===== config.mk =====
export PLATFORM = sky130hd
export DESIGN_NAME = bus_port_agent
export DESIGN_NICKNAME = d
export VERILOG_FILES = /design/src/rtl/bus_port_agent.sv
export SDC_FILE = /design/constraint.sdc
export NUM_CORES = 1
export LEC_CHECK = 0
export CORE_AREA = 2 2 175 195
export DETAILED_ROUTE_END_ITERATION = 12
export DIE_AREA = 0 0 177 197
export GPL_TIMING_DRIVEN = 0
export PLACE_DENSITY = 0.75
export REMOVE_ABC_BUFFERS = 1
export SYNTH_ARGS = -nofsm -noshare
export SYNTH_HDL_FRONTEND = slang
export SYNTH_SLANG_ARGS = --single-unit

===== constraint.sdc =====
create_clock -name clk -period 5.3 [get_ports clk]
set_input_delay 1.325 -clock clk [delete_from_list [all_inputs] [get_ports clk]]
set_output_delay 1.325 -clock clk [all_outputs]
set_load 0.02 [all_outputs]

===== src/rtl/bus_port_agent.sv =====
// bus_port_agent: device-side agent for one port of the 3-port parallel bus.
// TX path queues device words, frames them as {dest, src, payload} and pushes
// them into the bus input FIFO no faster than once every PUSH_GAP cycles
// (that FIFO has no full flag). RX path pops packets addressed to this port
// (or broadcast) into a holding register presented on a valid/ready handshake.
//
// Handshakes: a word moves on tx_valid/tx_ready (device -> agent) and on
// rx_valid/rx_ready (agent -> device) only in a cycle where both are high at
// the rising clock edge; a valid, once raised, keeps its data stable until
// accepted.
//
// Optional build macro BUS_AGENT_STATS_EN: when defined, saturating 16-bit
// statistics counters drive stat_tx/stat_rx/stat_drop; otherwise those ports
// are tied to zero.
module bus_port_agent #(
    parameter int         BITS      = 65,
    parameter logic [2:0] DEV_ID    = 3'd0,
    parameter logic [2:0] BROADCAST = 3'b111,
    parameter int         TXQ_DEPTH = 4,
    parameter int         PUSH_GAP  = 12
) (
    input  logic            clk,
    input  logic            rst,
    input  logic            tx_valid,
    output logic            tx_ready,
    input  logic [2:0]      tx_dest,
    input  logic [BITS-7:0] tx_payload,
    output logic            rx_valid,
    input  logic            rx_ready,
    output logic [2:0]      rx_src,
    output logic            rx_bcast,
    output logic [BITS-7:0] rx_payload,
    output logic            err_misroute,
    output logic            bus_push,
    output logic [BITS-1:0] bus_d_push,
    input  logic            bus_pndng,
    output logic            bus_pop,
    input  logic [BITS-1:0] bus_d_pop,
    output logic [15:0]     stat_tx,
    output logic [15:0]     stat_rx,
    output logic [15:0]     stat_drop
);

    localparam int PW = BITS - 6;
    localparam int AW = $clog2(TXQ_DEPTH);
    localparam int CW = AW + 1;
    localparam int GW = (PUSH_GAP > 1) ? $clog2(PUSH_GAP) : 1;

    typedef enum logic [1:0] {
        T_IDLE = 2'd0,
        T_PUSH = 2'd1,
        T_GAP  = 2'd2
    } tx_state_e;

    typedef enum logic {
        R_IDLE = 1'b0,
        R_HOLD = 1'b1
    } rx_state_e;

    // ------------------------------------------------------------------
    // TX queue
    // ------------------------------------------------------------------
    logic [BITS-1:0] txq_mem_q [TXQ_DEPTH];
    logic [AW-1:0]   wr_ptr_q, wr_ptr_d;
    logic [AW-1:0]   rd_ptr_q, rd_ptr_d;
    logic [CW-1:0]   txq_cnt_q, txq_cnt_d;
    logic            txq_full, txq_empty;
    logic            txq_enq, txq_deq;
    logic [BITS-1:0] txq_head;

    tx_state_e       tx_state_q, tx_state_d;
    logic [GW-1:0]   gap_q, gap_d;
    logic            bus_push_q, bus_push_d;
    logic [BITS-1:0] bus_d_push_q, bus_d_push_d;

    assign txq_full  = (txq_cnt_q == CW'(TXQ_DEPTH));
    assign txq_empty = (txq_cnt_q == '0);
    assign tx_ready  = !txq_full;
    assign txq_enq   = tx_valid && !txq_full;
    // The head leaves the queue in the cycle its bus_push pulse is visible.
    assign txq_deq   = (tx_state_q == T_PUSH) && !txq_empty;
    assign txq_head  = txq_mem_q[rd_ptr_q];

    // Queue storage: written on accept, no reset needed for the data array.
    always_ff @(posedge clk) begin
        if (txq_enq) begin
            txq_mem_q[wr_ptr_q] <= {tx_dest, DEV_ID, tx_payload};
        end
    end

    // Next pointer/occupancy values; power-of-2 depth lets pointers wrap naturally.
    always_comb begin
        wr_ptr_d  = wr_ptr_q;
        rd_ptr_d  = rd_ptr_q;
        txq_cnt_d = txq_cnt_q;
        if (txq_enq) begin
            wr_ptr_d = wr_ptr_q + AW'(1);
        end
        if (txq_deq) begin
            rd_ptr_d = rd_ptr_q + AW'(1);
        end
        case ({txq_enq, txq_deq})
            2'b10:   txq_cnt_d = txq_cnt_q + CW'(1);
            2'b01:   txq_cnt_d = txq_cnt_q - CW'(1);
            default: txq_cnt_d = txq_cnt_q;
        endcase
    end

    // Queue pointer and occupancy registers.
    always_ff @(posedge clk or posedge rst) begin
        if (rst) begin
            wr_ptr_q  <= '0;
            rd_ptr_q  <= '0;
            txq_cnt_q <= '0;
        end else begin
            wr_ptr_q  <= wr_ptr_d;
            rd_ptr_q  <= rd_ptr_d;
            txq_cnt_q <= txq_cnt_d;
        end
    end

    // ------------------------------------------------------------------
    // TX FSM: the push pulse is registered, so it is launched on the edge
    // that enters T_PUSH. The gap counter is loaded with PUSH_GAP-1 when
    // leaving T_PUSH; the next push is launched when it would reach zero,
    // which spaces consecutive pulses exactly PUSH_GAP cycles apart.
    // ------------------------------------------------------------------
    // TX next-state and registered push outputs.
    always_comb begin
        tx_state_d   = tx_state_q;
        gap_d        = gap_q;
        bus_push_d   = 1'b0;
        bus_d_push_d = bus_d_push_q;
        case (tx_state_q)
            T_IDLE: begin
                if (!txq_empty) begin
                    bus_push_d   = 1'b1;
                    bus_d_push_d = txq_head;
                    tx_state_d   = T_PUSH;
                end
            end
            T_PUSH: begin
                if (PUSH_GAP == 1) begin
                    tx_state_d = T_IDLE;
                end else begin
                    gap_d      = GW'(PUSH_GAP - 1);
                    tx_state_d = T_GAP;
                end
            end
            T_GAP: begin
                gap_d = gap_q - GW'(1);
                if (gap_q <= GW'(1)) begin
                    gap_d = '0;
                    if (!txq_empty) begin
                        bus_push_d   = 1'b1;
                        bus_d_push_d = txq_head;
                        tx_state_d   = T_PUSH;
                    end else begin
                        tx_state_d = T_IDLE;
                    end
                end
            end
            default: begin
                tx_state_d = T_IDLE;
                gap_d      = '0;
            end
        endcase
    end

    // TX state, gap counter and push output registers.
    always_ff @(posedge clk or posedge rst) begin
        if (rst) begin
            tx_state_q   <= T_IDLE;
            gap_q        <= '0;
            bus_push_q   <= 1'b0;
            bus_d_push_q <= '0;
        end else begin
            tx_state_q   <= tx_state_d;
            gap_q        <= gap_d;
            bus_push_q   <= bus_push_d;
            bus_d_push_q <= bus_d_push_d;
        end
    end

    assign bus_push   = bus_push_q;
    assign bus_d_push = bus_d_push_q;

    // ------------------------------------------------------------------
    // RX FSM: pop only while idle; the popped word is decoded in the same
    // cycle and either captured in the holding register or dropped.
    // ------------------------------------------------------------------
    rx_state_e       rx_state_q, rx_state_d;
    logic            rx_valid_q, rx_valid_d;
    logic [2:0]      rx_src_q, rx_src_d;
    logic            rx_bcast_q, rx_bcast_d;
    logic [PW-1:0]   rx_payload_q, rx_payload_d;
    logic            misroute_q, misroute_d;
    logic [2:0]      pkt_dest;
    logic [2:0]      pkt_src;
    logic [PW-1:0]   pkt_payload;
    logic            pkt_for_us;

    assign pkt_dest    = bus_d_pop[BITS-1:BITS-3];
    assign pkt_src     = bus_d_pop[BITS-4:BITS-6];
    assign pkt_payload = bus_d_pop[BITS-7:0];
    assign pkt_for_us  = (pkt_dest == DEV_ID) || (pkt_dest == BROADCAST);

    // Gated by rst so no pop can leak out while the agent is held in reset.
    assign bus_pop = (rx_state_q == R_IDLE) && bus_pndng && !rst;

    // RX next-state, holding register and misroute pulse.
    always_comb begin
        rx_state_d   = rx_state_q;
        rx_valid_d   = rx_valid_q;
        rx_src_d     = rx_src_q;
        rx_bcast_d   = rx_bcast_q;
        rx_payload_d = rx_payload_q;
        misroute_d   = 1'b0;
        case (rx_state_q)
            R_IDLE: begin
                if (bus_pop) begin
                    if (pkt_for_us) begin
                        rx_valid_d   = 1'b1;
                        rx_src_d     = pkt_src;
                        rx_bcast_d   = (pkt_dest == BROADCAST);
                        rx_payload_d = pkt_payload;
                        rx_state_d   = R_HOLD;
                    end else begin
                        misroute_d = 1'b1;
                    end
                end
            end
            R_HOLD: begin
                if (rx_ready) begin
                    rx_valid_d = 1'b0;
                    rx_state_d = R_IDLE;
                end
            end
            default: begin
                rx_valid_d = 1'b0;
                rx_state_d = R_IDLE;
            end
        endcase
    end

    // RX state and holding register.
    always_ff @(posedge clk or posedge rst) begin
        if (rst) begin
            rx_state_q   <= R_IDLE;
            rx_valid_q   <= 1'b0;
            rx_src_q     <= '0;
            rx_bcast_q   <= 1'b0;
            rx_payload_q <= '0;
            misroute_q   <= 1'b0;
        end else begin
            rx_state_q   <= rx_state_d;
            rx_valid_q   <= rx_valid_d;
            rx_src_q     <= rx_src_d;
            rx_bcast_q   <= rx_bcast_d;
            rx_payload_q <= rx_payload_d;
            misroute_q   <= misroute_d;
        end
    end

    assign rx_valid     = rx_valid_q;
    assign rx_src       = rx_src_q;
    assign rx_bcast     = rx_bcast_q;
    assign rx_payload   = rx_payload_q;
    assign err_misroute = misroute_q;

    // ------------------------------------------------------------------
    // Statistics
    // ------------------------------------------------------------------
`ifdef BUS_AGENT_STATS_EN
    logic [15:0] stat_tx_q, stat_rx_q, stat_drop_q;

    // Saturating event counters.
    always_ff @(posedge clk or posedge rst) begin
        if (rst) begin
            stat_tx_q   <= '0;
            stat_rx_q   <= '0;
            stat_drop_q <= '0;
        end else begin
            if (bus_push_q && (stat_tx_q != 16'hFFFF)) begin
                stat_tx_q <= stat_tx_q + 16'd1;
            end
            if (rx_valid_q && rx_ready && (stat_rx_q != 16'hFFFF)) begin
                stat_rx_q <= stat_rx_q + 16'd1;
            end
            if (misroute_q && (stat_drop_q != 16'hFFFF)) begin
                stat_drop_q <= stat_drop_q + 16'd1;
            end
        end
    end

    assign stat_tx   = stat_tx_q;
    assign stat_rx   = stat_rx_q;
    assign stat_drop = stat_drop_q;
`else
    assign stat_tx   = 16'd0;
    assign stat_rx   = 16'd0;
    assign stat_drop = 16'd0;
`endif

endmodule

# After elaboration in Yosys (flattened, before gate mapping)
# Memories as Yosys holds them, arrays and structs flattened.
# Cells that the tools add are included.
[totals] word_cells=75 reg_bits=145 n_memories=1 in_bits=132 ramBits=248
[memory_table] memory="txq_mem_q" depth=4 width=62 read_ports=1 rd_ports_with_merged_regs=0 write_ports=1 line="63" text="logic [BITS-1:0] txq_mem_q [TXQ_DEPTH];"
[classes] n_reduce_logical=17 mux=26 n_eq_ne=11 addsub=5 magnitude_cmp=1 n_bitwise=1
[op_table] op="65-bit two-way mux" n=2
[op_table] op="65-bit case mux with 2 select lines" n=1
[op_table] op="1-bit two-way mux" n=14
[op_table] op="4-bit case mux with 3 select lines" n=1
[op_table] op="2-bit != test (second input constant)" n=5
[op_table] op="3-bit == test (second input constant)" n=2
[op_table] op="3-bit zero test" n=2
[op_table] op="1-bit case mux with 2 select lines" n=3
[op_table] op="2-bit case mux with 3 select lines" n=1
[op_table] op="3-bit case mux with 2 select lines" n=1
[op_table] op="3-bit AND reduction" n=2
[op_table] op="2-bit by 1-bit adder with 2-bit output (second input constant)" n=2
[op_table] op="2-bit by 1-bit == test with 1-bit output (second input constant)" n=2
[op_table] op="2-bit == test (second input constant)" n=2
[op_table] op="4-bit by 1-bit <= comparator with 1-bit output (second input constant)" n=1
[op_table] op="1-bit logical AND" n=4
[op_table] op="2-bit two-way mux" n=2
[op_table] op="4-bit two-way mux" n=1
[op_table] op="2-bit AND reduction" n=2
[op_table] op="2-bit nonzero test" n=2
[op_table] op="4-bit by 1-bit subtractor with 4-bit output (second input constant)" n=1
[op_table] op="3-bit by 1-bit adder with 3-bit output (second input constant)" n=1
[op_table] op="1-bit zero test" n=3
[op_table] op="3-bit by 1-bit subtractor with 3-bit output (second input constant)" n=1
[op_table] op="other kinds (3)" n=3

# Depth between registers and ports, before layout
[depth] depth_word=5 ltp_mapped=10 ltp_nobuf=10

# Worst setup path after synthesis
# No wires, ideal clock.
[synth_path] path_kind="input to register" startpoint="in tx_valid" endpoint="mem txq_mem_q[0][0] (netlist bit) (enable)" setup_ns=0.427 slack_ns=2.048 stages=1 arrival_time_ns=2.825 path_buffers=0 required_time_ns=4.873 cell_sequence="and3_1"
[synth_via] elab_chain_len=3
[synth_rtl] item="start: declaration" line="24" text="input logic tx_valid,"
[synth_rtl] item="1-bit logical AND" line="79" text="assign txq_enq = tx_valid && !txq_full;"
[synth_rtl] item="1-bit two-way mux" line="86" text="if (txq_enq) begin"
[synth_rtl] item="1-bit two-way mux (not written as such)" line="87" text="txq_mem_q[wr_ptr_q] <= {tx_dest, DEV_ID, tx_payload};"
[synth_rtl] item="end: declaration" line="63"
# No other way between the ends.

# Worst setup path in the final report
[layout_path] startpoint="in rst" endpoint="out bus_pop"
[layout_via] elab_chain_len=2
[layout_rtl] item="start: declaration" line="23" text="input logic rst,"
[layout_rtl] item="1-bit zero test (no line)"
[layout_rtl] item="1-bit logical AND" line="209" text="assign bus_pop = (rx_state_q == R_IDLE) && bus_pndng && !rst;"
[layout_rtl] item="end: declaration" line="37" text="output logic bus_pop,"
# No other way between the ends.

==> impl_metrics.ini <==
[pwr]
p_per_area_nw_per_um2 = 586
clkPwrFrac_pct = 24.8
switching_share_pct = 29.8
total_leakage_power_nw = 7.18
power.internal_mw = 8.01
power.total_mw = 11.4
switching_power_mw = 3.41
power_frac_seq_pct = 39.4
ir_drop_uv = 354
p_comb_share_pct = 35.8

[yosys]
yosysMostFrequentCell = edfxtp_1
ys_types = 35
async_flop_share_pct = 36.4
synth_area_sq_um = 15000
synth_seq_cells = 390
synth_area_per_cell_sq_um = 20.1
yosys_warnings = 0
synth_top_area_share_pct = 49.8
ys_seq_area_share_pct = 73.6
synthesis.instances = 745
synth.largest_area_cell = edfxtp_1
synth-edff-count = 248
synthTopCellsByCount = edfxtp_1, dfrtp_1, mux2_2, mux4_2, buf_4
synthTopCellsByArea = edfxtp_1, dfrtp_1, mux4_2, mux2_2, buf_4
synth_ff_type = edfxtp_1

[drt]
met2_length_mm = 14.7
firstDrtPassIters = 6
drc = 0
vias_per_cell = 5.07
wl_met1_mm = 12.1
drt_iter0_markers = 357
top_layer_used = met5
wl_mm = 30.1
vias = 7602
drtAntennaViolNets = 0
wl_met3_mm = 2.57
wl_per_cell_um = 20.1

[floorplanning]
coreArea_sq_um = 32800
core.rowCount = 70
initial_core_util_pct = 45.5
io_pins = 313
fp.dieH_um = 197
design.die.area_sq_um = 34900
die_w_um = 177

[sta]
rsz0062_at_grt = false
fin_crit_ns = 4.26
post-route-period-util_pct = 80.3
hold_ws_ns = 0.493
worst_pin_slew_ns = 0.819
setup_viol = 0
slew_viol_final = 0
slew_headroom_pct = 45.4
hold_viol = 0
fmax_mhz = 235
finClkSkew_ns = 0.0188
worst_slack_ns = 1.04

[grt]
antenna_found_initial = 3
grt_pass1_wl_mm = 45.1
grtUsageTotal_pct = 17.2
grt_pass1_vias = 7850
grt_max_degree = 85
grt.overflow.total = 0

[setup_path]
cp_max_fo = 5
cp.arrival_ns = 2.93
slowest_stage = clkdlybuf4s50_1
cp_cell_sequence = clkdlybuf4s50_1 -> nor3b_2 -> clkdlybuf4s50_1
critPathKind = in2out
r2r_start = gap_q[0]$_DFFE_PP0N_
reg2regPathDepth = 8
cpLargestDelayFamily = buffers and inverters
crit_path_max_incr_delay_ns = 0.69
worst_ep_required_time_ns = 3.97
endpoint_kind = output pin
worst_setup_path_start_kind = primary input
reg2reg_to = bus_d_push[48]$_DFFE_PP0P_
cp_num_buf_inv = 2
reg2reg_setup_slack_ns = 2.74
critPathMostFrequentCell = clkdlybuf4s50_1

[placed_design]
dp_hpwl_mm = 19.1
place_congestion = 0.691
numPortBuffers = 261
place_ws_ns = 1.04
placed_area_sq_um = 18100

[run]
drv_cap = 0

[clocking]
cts-root-buf = clkbuf_16
cts_tree = done
cts_resized = 0
cts_setup_buffers = 0
clk_pin_slew_ns = 0.06
clock_latency_ns = 0.54
cts_max_path_buffers = 3
hold_buffers = 0
cts.htree.levels = 2
cts_buffers = 40
cts.sinks = 390

[worst_hold_path]
holdPathStages = 1
hp-class = reg2reg
worstHoldStart = bus_d_push[5]$_DFFE_PP0P_
whs_endpoint = bus_d_push[5]$_DFFE_PP0P_

[final_layout]
post-route-util_pct = 59.3
drive_gt1_share_pct = 25.1
area_growth_pct = 30.3
nNetsFinal = 1177
fin_area_sq_um = 19500

[run_status]
status = complete, no violations
worst reg2reg max path, stage by stage (launching register included):
cell and delay, ns:
dfrtp_1 0.41, inv_1 0.09, ha_1 0.19, nor2_1 0.09
o31a_1 0.35, nor3_4 0.57, buf_16 0.22, buf_8 0.17
mux2_2 0.36
metrics by stage:
step,cells,TNS [ns]
floorplan,717,0
CTS,1497,0
finish,1499,0
global route,1497,0
detailed placement,1423,0
global placement,1410,-348.33
state kept, by name (all words and copies together) (netlist names), 3 cells and up:
signal,flops
rx_payload,59
bus_d_push,62
txq_cnt_q,3
txq_mem_q,248
rx_src,3
gap_q,4
power groups by stage:
stage	combinational (mW)	clock [mW]	sequential, mW
after floorplan	1.81	0	5.10
after global placement	3.71	0	4.78
after detailed placement	4.15	0	4.57
after CTS	4.17	2.91	4.51
after global routing	4.38	3.03	4.58
final	4.09	2.83	4.50
worst max-delay path by stage:
stage               slack [ns]                        end  depth (start not counted)  start
global placement         -2.47  bus_d_push[0]$_DFFE_PP0P_                          2    rst
CTS                       1.03                    bus_pop                          3    rst
global route              0.97                    bus_pop                          3    rst
floorplan                 0.17  bus_d_push[0]$_DFFE_PP0P_                          1    rst
detailed placement        1.04                    bus_pop                          3    rst
finish                    1.04                    bus_pop                          3    rst
layer usage:
layer	vias up	global-route usage (%)
met2	281	28.6
met3	48	5.36
met4	2	5.60
li1	3374	-
met1	3897	21.4
met5	-	0
cell type report:
| cell class | instances | area, sq um |
|---|---|---|
| Multi-Input combinational cell | 312 | 3560 |
| Clock buffer | 60 | 1200 |
| Sequential cell | 390 | 11000 |
| Clock inverter | 14 | 161 |
| Antenna cell | 2 | 5.00 |
| Timing Repair Buffer | 274 | 2950 |
| Tap cell | 432 | 541 |
| Fill cell | 2429 | 13400 |
| Inverter | 15 | 61.3 |
cells in the final DEF (no fill, tap or decap), types with 3 or more instances in the layout:
cell,Yosys,final
mux2_1,5,5
clkdlybuf4s50_1,0,261
inv_1,15,14
and3_4,0,4
or3_1,3,3
nor2_1,8,8
clkinv_1,0,4
nand2_1,10,9
mux2_2,121,121
xor2_1,3,3
inv_6,0,4
mux4_2,62,62
dfrtp_1,142,140
clkbuf_1,8,9
buf_16,0,11
nor3_1,3,3
nand3_1,4,4
bufinv_16,0,3
a21oi_1,4,4
xnor2_1,3,3
ha_1,11,11
clkbuf_16,0,41
clkbuf_8,0,10
conb_1,1,51
edfxtp_1,248,248
cells by family (layout without fill, tap and decap cells):
| group | Yosys count | count (layout) | share of synthesized area [%] |
|---|---|---|---|
| AOI/OAI and AO/OA | 16 | 16 | 0.720 |
| xor gates and xnor gates | 6 | 6 | 0.352 |
| adders and majority gates | 12 | 12 | 1.05 |
| buffers and inverters | 93 | 363 | 4.03 |
| DFF | 390 | 390 | 73.6 |
| muxes | 188 | 188 | 18.8 |
| other | 1 | 53 | 0.0251 |
| and+or+nand+nor | 39 | 39 | 1.41 |
(Power assumes the default switching activity.)
